$ cat src/rtl/ibex_prefetch_buffer_nreq.sv
// Instruction prefetch buffer with up to NUM_REQS outstanding bus requests and a response FIFO.
// Optional discard statistics counter enabled by defining IBEX_PREFETCH_DISCARD_CNT_EN.
module ibex_prefetch_buffer_nreq #(
    parameter int NUM_REQS   = 2,
    parameter int FIFO_DEPTH = 3,
    parameter bit ResetAll   = 1'b0
) (
    input  logic        clk_i,
    input  logic        rst_ni,
    input  logic        req_i,
    input  logic        branch_i,
    input  logic [31:0] addr_i,
    input  logic        ready_i,
    output logic        valid_o,
    output logic [31:0] rdata_o,
    output logic [31:0] addr_o,
    output logic        err_o,
    output logic        instr_req_o,
    input  logic        instr_gnt_i,
    output logic [31:0] instr_addr_o,
    input  logic [31:0] instr_rdata_i,
    input  logic        instr_err_i,
    input  logic        instr_rvalid_i,
    output logic        busy_o
`ifdef IBEX_PREFETCH_DISCARD_CNT_EN
    ,
    output logic [15:0] discard_cnt_o
`endif
);

    localparam logic [2:0] NumReqs = 3'(NUM_REQS);
    localparam logic [4:0] Depth   = 5'(FIFO_DEPTH);

    typedef enum logic {IDLE, WAIT_GNT} state_e;

    state_e      state_q, state_d;
    logic [2:0]  out_cnt_q, out_cnt_d;
    logic [2:0]  disc_cnt_q, disc_cnt_d;
    logic [3:0]  fifo_cnt_q, fifo_cnt_d;
    logic [31:0] fetch_addr_q, fetch_addr_d;
    logic [31:0] req_addr_q, req_addr_d;
    logic [31:0] addr_q, addr_d;
    logic [32:0] fifo_q [FIFO_DEPTH];
    logic [32:0] fifo_d [FIFO_DEPTH];

    logic [31:0] branch_addr;
    logic        rvalid, gnt, issue, can_issue;
    logic        drop, push, pop;
    logic [3:0]  wr_idx;

    assign branch_addr = addr_i & 32'hFFFF_FFFC;
    // Responses with nothing outstanding are ignored, so stale traffic after reset never lands.
    assign rvalid      = instr_rvalid_i & (out_cnt_q != 3'd0);
    assign can_issue   = req_i & (out_cnt_q < NumReqs) &
                         ((({2'b00, out_cnt_q} + {1'b0, fifo_cnt_q}) < Depth) | branch_i);

    always_comb begin
        state_d      = state_q;
        instr_req_o  = 1'b0;
        instr_addr_o = req_addr_q;
        issue        = 1'b0;
        case (state_q)
            IDLE: begin
                if (can_issue) begin
                    issue        = 1'b1;
                    instr_req_o  = 1'b1;
                    instr_addr_o = branch_i ? branch_addr : fetch_addr_q;
                    if (!instr_gnt_i) state_d = WAIT_GNT;
                end
            end
            WAIT_GNT: begin
                instr_req_o = 1'b1;
                if (instr_gnt_i) state_d = IDLE;
            end
            default: state_d = IDLE;
        endcase
    end

    assign gnt     = instr_req_o & instr_gnt_i;
    assign drop    = rvalid & (branch_i | (disc_cnt_q != 3'd0));
    assign push    = rvalid & ~drop;
    assign valid_o = (fifo_cnt_q != 4'd0) & ~branch_i;
    assign pop     = valid_o & ready_i;
    assign wr_idx  = fifo_cnt_q - {3'b000, pop};

    always_comb begin
        req_addr_d   = issue ? instr_addr_o : req_addr_q;
        fetch_addr_d = fetch_addr_q;
        if (branch_i) begin
            fetch_addr_d = branch_addr + (issue ? 32'd4 : 32'd0);
        end else if (issue) begin
            fetch_addr_d = fetch_addr_q + 32'd4;
        end

        out_cnt_d = out_cnt_q + {2'b00, gnt} - {2'b00, rvalid};

        // A request still waiting for grant at branch time is also stale.
        disc_cnt_d = disc_cnt_q;
        if (branch_i) begin
            disc_cnt_d = out_cnt_q - {2'b00, rvalid} + {2'b00, (state_q == WAIT_GNT)};
        end else if (rvalid && (disc_cnt_q != 3'd0)) begin
            disc_cnt_d = disc_cnt_q - 3'd1;
        end

        fifo_cnt_d = branch_i ? 4'd0 : (fifo_cnt_q + {3'b000, push} - {3'b000, pop});

        addr_d = addr_q;
        if (branch_i) begin
            addr_d = branch_addr;
        end else if (pop) begin
            addr_d = addr_q + 32'd4;
        end
    end

    // Shift FIFO: head always sits at entry 0, new words land just above the survivors.
    always_comb begin
        for (int i = 0; i < FIFO_DEPTH; i++) begin
            fifo_d[i] = fifo_q[i];
        end
        if (pop) begin
            for (int i = 0; i < FIFO_DEPTH - 1; i++) begin
                fifo_d[i] = fifo_q[i+1];
            end
        end
        for (int i = 0; i < FIFO_DEPTH; i++) begin
            if (push && (wr_idx == 4'(i))) fifo_d[i] = {instr_rdata_i, instr_err_i};
        end
    end

    always_ff @(posedge clk_i) begin
        if (!rst_ni) begin
            state_q      <= IDLE;
            out_cnt_q    <= 3'd0;
            disc_cnt_q   <= 3'd0;
            fifo_cnt_q   <= 4'd0;
            fetch_addr_q <= 32'd0;
            addr_q       <= 32'd0;
        end else begin
            state_q      <= state_d;
            out_cnt_q    <= out_cnt_d;
            disc_cnt_q   <= disc_cnt_d;
            fifo_cnt_q   <= fifo_cnt_d;
            fetch_addr_q <= fetch_addr_d;
            addr_q       <= addr_d;
        end
    end

    always_ff @(posedge clk_i) begin
        if (!rst_ni && ResetAll) begin
            req_addr_q <= 32'd0;
            for (int i = 0; i < FIFO_DEPTH; i++) begin
                fifo_q[i] <= 33'd0;
            end
        end else begin
            req_addr_q <= req_addr_d;
            for (int i = 0; i < FIFO_DEPTH; i++) begin
                fifo_q[i] <= fifo_d[i];
            end
        end
    end

    assign rdata_o = fifo_q[0][32:1];
    assign err_o   = fifo_q[0][0] & (fifo_cnt_q != 4'd0);
    assign addr_o  = addr_q;
    assign busy_o  = (out_cnt_q != 3'd0) | instr_req_o;

`ifdef IBEX_PREFETCH_DISCARD_CNT_EN
    logic [15:0] disc_stat_q;

    always_ff @(posedge clk_i) begin
        if (!rst_ni) begin
            disc_stat_q <= 16'd0;
        end else if (drop && (disc_stat_q != 16'hFFFF)) begin
            disc_stat_q <= disc_stat_q + 16'd1;
        end
    end

    assign discard_cnt_o = disc_stat_q;
`endif

endmodule

$ cat config.mk
export PLATFORM = sky130hd
export DESIGN_NAME = ibex_prefetch_buffer_nreq
export DESIGN_NICKNAME = d
export VERILOG_FILES = /design/src/rtl/ibex_prefetch_buffer_nreq.sv
export SDC_FILE = /design/constraint.sdc
export NUM_CORES = 1
export LEC_CHECK = 0
export ABC_CLOCK_PERIOD_IN_PS = 7800
export CAP_MARGIN = 25
export CORE_MARGIN = 5
export CORE_UTILIZATION = 30
export DETAILED_ROUTE_END_ITERATION = 7
export PLACE_DENSITY = 0.54
export SYNTH_ARGS = -nofsm -noshare
export SYNTH_HDL_FRONTEND = slang
export SYNTH_SLANG_ARGS = --single-unit
$ cat constraint.sdc
create_clock -name clk_i -period 7.8 [get_ports clk_i]
set_input_delay 1.56 -clock clk_i [delete_from_list [all_inputs] [get_ports clk_i]]
set_output_delay 1.56 -clock clk_i [all_outputs]
set_load 0.05 [all_outputs]
### Word-level counts from Yosys, hierarchy flattened

Memory sizes are Yosys's and may differ from the RTL's.
Cells that the tools add are included.

| operators by class | value |
|---|---|
| reduce and logical (&&, ||, !) cells | 12 |
| order comparisons | 2 |
| equality and inequality tests | 2 |
| multiplexer cells | 20 |
| add/sub/neg operators | 12 |
| bitwise logic cells | 16 |

Operator list:

| operator | number |
|---|---|
| $mux 32 | 7 |
| $mux 33 | 3 |
| $mux 66 | 1 |
| $add 32x3->32 const B | 2 |
| $add 32x3->32 | 1 |
| $and 1x1->1 | 9 |
| $mux 3 | 3 |
| $sub 4x1->4 | 2 |
| $add 3x1->3 | 2 |
| $reduce_bool 2->1 | 3 |
| $reduce_bool 3->1 | 2 |
| $sub 3x1->3 | 2 |
| $add 3x4->5 | 1 |
| $lt 5x2->1 const B | 1 |
| $add 4x1->4 | 1 |
| $eq 4x1->1 const B | 1 |
| $eq 4x2->1 const B | 1 |
| $logic_and 1x1->1 | 4 |
| $logic_not 4->1 | 1 |
| $mux 1 | 4 |
| $not 1->1 | 4 |
| $pmux 1 s2 | 2 |
| $reduce_bool 4->1 | 1 |
| $lt 3x2->1 const B | 1 |
| other kinds (3) | 5 |

| word-level totals | value |
|---|---|
| bits in writable memories | 99 |
| logic and storage cells | 73 |
| register bits | 107 |
| output and inout bits | 100 |
| input bits | 72 |
| memories | 1 |

Memory list:

| memory | depth | bits a word | read ports | clocked after Yosys merged registers in | write ports | RTL line | source |
|---|---|---|---|---|---|---|---|
| fifo_q | 3 | 33 | 3 | 0 | 3 | 43 | `logic [32:0] fifo_q [FIFO_DEPTH];` |

### Logic depth before layout (Yosys ltp)

| logic depth | value |
|---|---|
| depth in word-level cells | 9 |
| gate-level depth with buffers | 15 |
| gate-level depth less buffers | 14 |

### Worst setup path before layout

OpenSTA, ideal clock, no wires.

| timing path | value |
|---|---|
| path type | in2out |
| start | input branch_i |
| end | output instr_addr_o[20] |
| path buffers | 2 |
| data arrival time | 3.505 ns |
| cell stages on the path | 5 |
| data required time | 6.240 ns |
| setup slack | 2.735 ns |
| cells stage by stage | a21oi_1 clkbuf_1 nor2_1 buf_2 a21oi_1 |

| between the ends | value |
|---|---|
| word-level cells in the longest chain between the ends | 4 |
| elaborated cells on any way between the ends | 5 |
| classes of those cells | mux (3); bitwise (2) |

Ends and longest elaborated chain:

| element | RTL line | source |
|---|---|---|
| start, declared | 11 | `input logic branch_i,` |
| $or 1x1->1 | 55 | `((({2'b00, out_cnt_q} + {1'b0, fifo_cnt_q}) < Depth) \| branch_i);` |
| $and 1x1->1 | 54 | `assign can_issue = req_i & (out_cnt_q < NumReqs) &` |
| $mux 32 * | 64 | `if (can_issue) begin` |
| $mux 32 * | 62 | `case (state_q)` |
| end, declared | 20 | `output logic [31:0] instr_addr_o,` |

Every way passes the cells marked *; elsewhere a longest branch is shown, timed or not.

### Worst setup path in the final report

| timing path | value |
|---|---|
| start | register fifo_cnt_q[0] |
| end | output instr_addr_o[28] |

| between the ends | value |
|---|---|
| word-level cells in the longest chain between the ends | 6 |

Ends and longest elaborated chain:

| element | RTL line | source |
|---|---|---|
| start, declared | 39 | `logic [3:0] fifo_cnt_q, fifo_cnt_d;` |
| start signal, assigned | 142 | `fifo_cnt_q <= fifo_cnt_d;` |
| $add 3x4->5 | 55 |  |
| $lt 5x2->1 | 55 |  |
| $or 1x1->1 | 55 |  |
| $and 1x1->1 | 54 |  |
| $mux 32 | 64 |  |
| $mux 32 | 62 |  |

No other way between the ends.

==> metrics.cfg <==
[outcome]
outcome=finished, final reports clean

[global_route]
grt_usage=0.149
antenna_found_initial=1
grt_pass1_wl_um=46800
grt_overflow_total=0
grt_max_degree=96
grt_pass1_vias=7847

[routing]
drt_first_pass_iters=5
dr_total_vias=8232
route.antenna.remaining_nets=0
vias_per_cell=5.17
wirelength_um=31100
post-route-drc-count=0
wl_per_cell_um=19.5
drtIter0Drc=480

[logic_synthesis]
syn-mean-instance-area_um2=10.7
synth-main-ff-cell=edfxtp_1
synth_edf_count=131
synth_warnings=0
yosys_register_bits=202
syn_area_um2=10700
synthDistinctLibCells=66
postSynthCellCount=994
ys_seq_area_frac=0.501
async_reset_ff_frac=0

[setup_path]
rrSetupSlack_ns=3.17
crit_arrival_ns=4.47
startpoint=fifo_cnt_q[0]
r2r-end=fetch_addr_q[21]
required_ns=6.24
cp-end-kind=output port
startpoint_type=flip-flop
critPathKind=flip-flop to output port
path_max_fanout=26
rr_worst_depth=13
worst_r2r_startpoint=fifo_cnt_q[0]

[cells_and_area]
postLayoutCoreUtil=0.378
drive_gt1_frac=0.119
layout_commonest_cell=clkdlybuf4s50_1
nets=1208
final_cell_mix=clkdlybuf4s50_1 (166), edfxtp_1 (131), a21oi_1 (82)
syn2layout_area_growth_pct=25.3

[min_path]
hold_path.class=flip-flop to flip-flop
min_from=fetch_addr_q[31]
whs_endpoint=fetch_addr_q[31]
hold_depth=2

[sta]
skew_ns=0.0169
post-route-period-util=0.773
period_minus_slack_ns=6.03
max_freq_mhz=166
rsz0062_at_grt=no
hold_viol=0
slew_viol_final=0
final.setup.tns_ns=0
tightest_slew_ns=0.905
relSlewSlack=0.395
setup_viol=0

[cts]
cts_hold_buf=0
clk_pin_slew_ns=0.06
numCtsBuffers=26
htreeDepth=1
cts_root_buffer=clkbuf_16
clk_path_buf_depth=3
cts_tree=done
post_cts_resized=0
clk-insertion-delay-late_ns=0.53
clock-sinks=202
post_cts_buffers=0

[floorplanning]
row_count=69
ios=172
core_area_um2=35400
initial_core_util=0.302
die_area_um2=39500
die_w_um=199
die_y_um=199

[place]
gp_congestion=0.854
dpl.hpwl_um=21500
port_buffers=167

[power_and_ir_drop]
peakVddDrop_uv=231
p_leak_nw=4.48
power_density_nw_per_um2=294

[flow_run]
maxCapViolations=0

==> synthesized netlist by cell type, types with 3 or more instances <==
library cell	instances	area [µm²]
dfxtp_1	71	1420
xnor2_1	37	324
and2_1	13	81.3
and3_1	12	75.1
nand3_1	35	175
or4_1	13	97.6
o21ai_0	30	150
buf_4	34	255
edfxtp_1	131	3930
clkbuf_1	46	173
mux2_2	68	766
buf_1	3	11.3
nand4_1	26	163
mux2i_1	15	150
and4_1	11	96.3
nor2_1	30	113
xor2_1	17	149
a41oi_1	3	26.3
or3_1	3	18.8
nor4_1	26	163
buf_2	9	45.0
o311ai_0	7	61.3
a21boi_0	4	30.0
a211oi_1	11	82.6
ha_1	22	275
inv_1	34	128
a21o_1	5	37.5
o211ai_1	8	60.1
o31a_1	9	78.8
a311oi_1	7	61.3
a21oi_1	82	410
fa_1	4	80.1
nor3_1	17	85.1
o311a_1	3	30.0
nand2_1	71	267
nor2b_1	5	31.3
o21a_1	5	37.5
a31o_2	3	26.3
a31oi_1	22	138
o31ai_1	7	52.6
==> worst max path at each step <==
stage                     depth (start not counted)  slack [ns]                to
final                                             9        1.77  instr_addr_o[28]
after floorplan                                   5        2.73  instr_addr_o[20]
after global placement                            5        2.01  instr_addr_o[15]
after global routing                              9        1.52  instr_addr_o[28]
after CTS                                         9        1.73   instr_addr_o[4]
after detailed placement                          5        1.98  instr_addr_o[15]
==> registers in the layout, indices dropped and copies added, names as in the netlist <==
register,count
fifo_q,99
req_addr_q,32
addr_o,30
disc_cnt_q,3
state_q,1
out_cnt_q,3
fetch_addr_q,30
fifo_cnt_q,4
==> per-layer routing <==
layer	vias to the layer above	GRT usage	share of wire
met4	0	0.0382	0.025
met3	48	0.0227	0.053
met1	3964	0.215	0.47
li1	3983	-	-
met2	237	0.236	0.46
met5	-	0	0
==> critical path, cell delays in order (launching register included) <==
cell	delay [ns]
dfxtp_1	0.41
ha_1	0.22
fa_1	0.41
a211oi_1	0.33
o21ai_1	0.27
o21ai_2	0.60
buf_4	0.41
a21oi_1	0.11
a21oi_1	0.30
clkdlybuf4s50_1	0.87
==> where the power goes <==
part	switching (mW)	leakage [nW]	internal, mW
logic	0.955	2.30	0.447
clock network	0.466	0.394	0.684
registers	0.0658	1.78	1.32
total	1.49	4.48	2.45
==> area by class of cell <==
| type | instances | area, µm² |
|---|---|---|
| Tap cell | 461 | 577 |
| Clock buffer | 30 | 676 |
| Sequential cell | 202 | 5360 |
| Inverter | 34 | 128 |
| Multi-Input combinational cell | 666 | 4730 |
| Antenna cell | 1 | 2.50 |
| Clock inverter | 18 | 148 |
| Fill cell | 3485 | 22000 |
| Timing Repair Buffer | 180 | 1780 |
==> cell families (layout without fill, tap and decap cells) <==
family | Yosys count | count (layout) | share of synthesized area
and+or+nand+nor | 285 | 285 | 0.150
AOI/OAI and AO/OA | 216 | 216 | 0.128
DFF | 202 | 202 | 0.501
buffers and inverters | 127 | 262 | 0.0577
muxes | 83 | 83 | 0.0857
xor gates and xnor gates | 54 | 54 | 0.0443
adders and majority gates | 26 | 26 | 0.0333
other | 1 | 3 | 0.000351
==> metrics by stage <==
| step | instance area, µm² | std cells | hold WS (ns) | setup slack, ns | total power [mW] |
|---|---|---|---|---|---|
| global route | 13400 | 1592 | 0.549 | 1.52 | 4.14 |
| CTS | 13400 | 1591 | 0.522 | 1.73 | 4.00 |
| floorplan | 10700 | 995 | 0.479 | 2.73 | 2.36 |
| global placement | 12600 | 1543 | 0.503 | 2.01 | 2.81 |
| detailed placement | 12600 | 1543 | 0.504 | 1.98 | 2.82 |
| finish | 13400 | 1592 | 0.525 | 1.77 | 3.94 |
(Power assumes the default switching activity.)
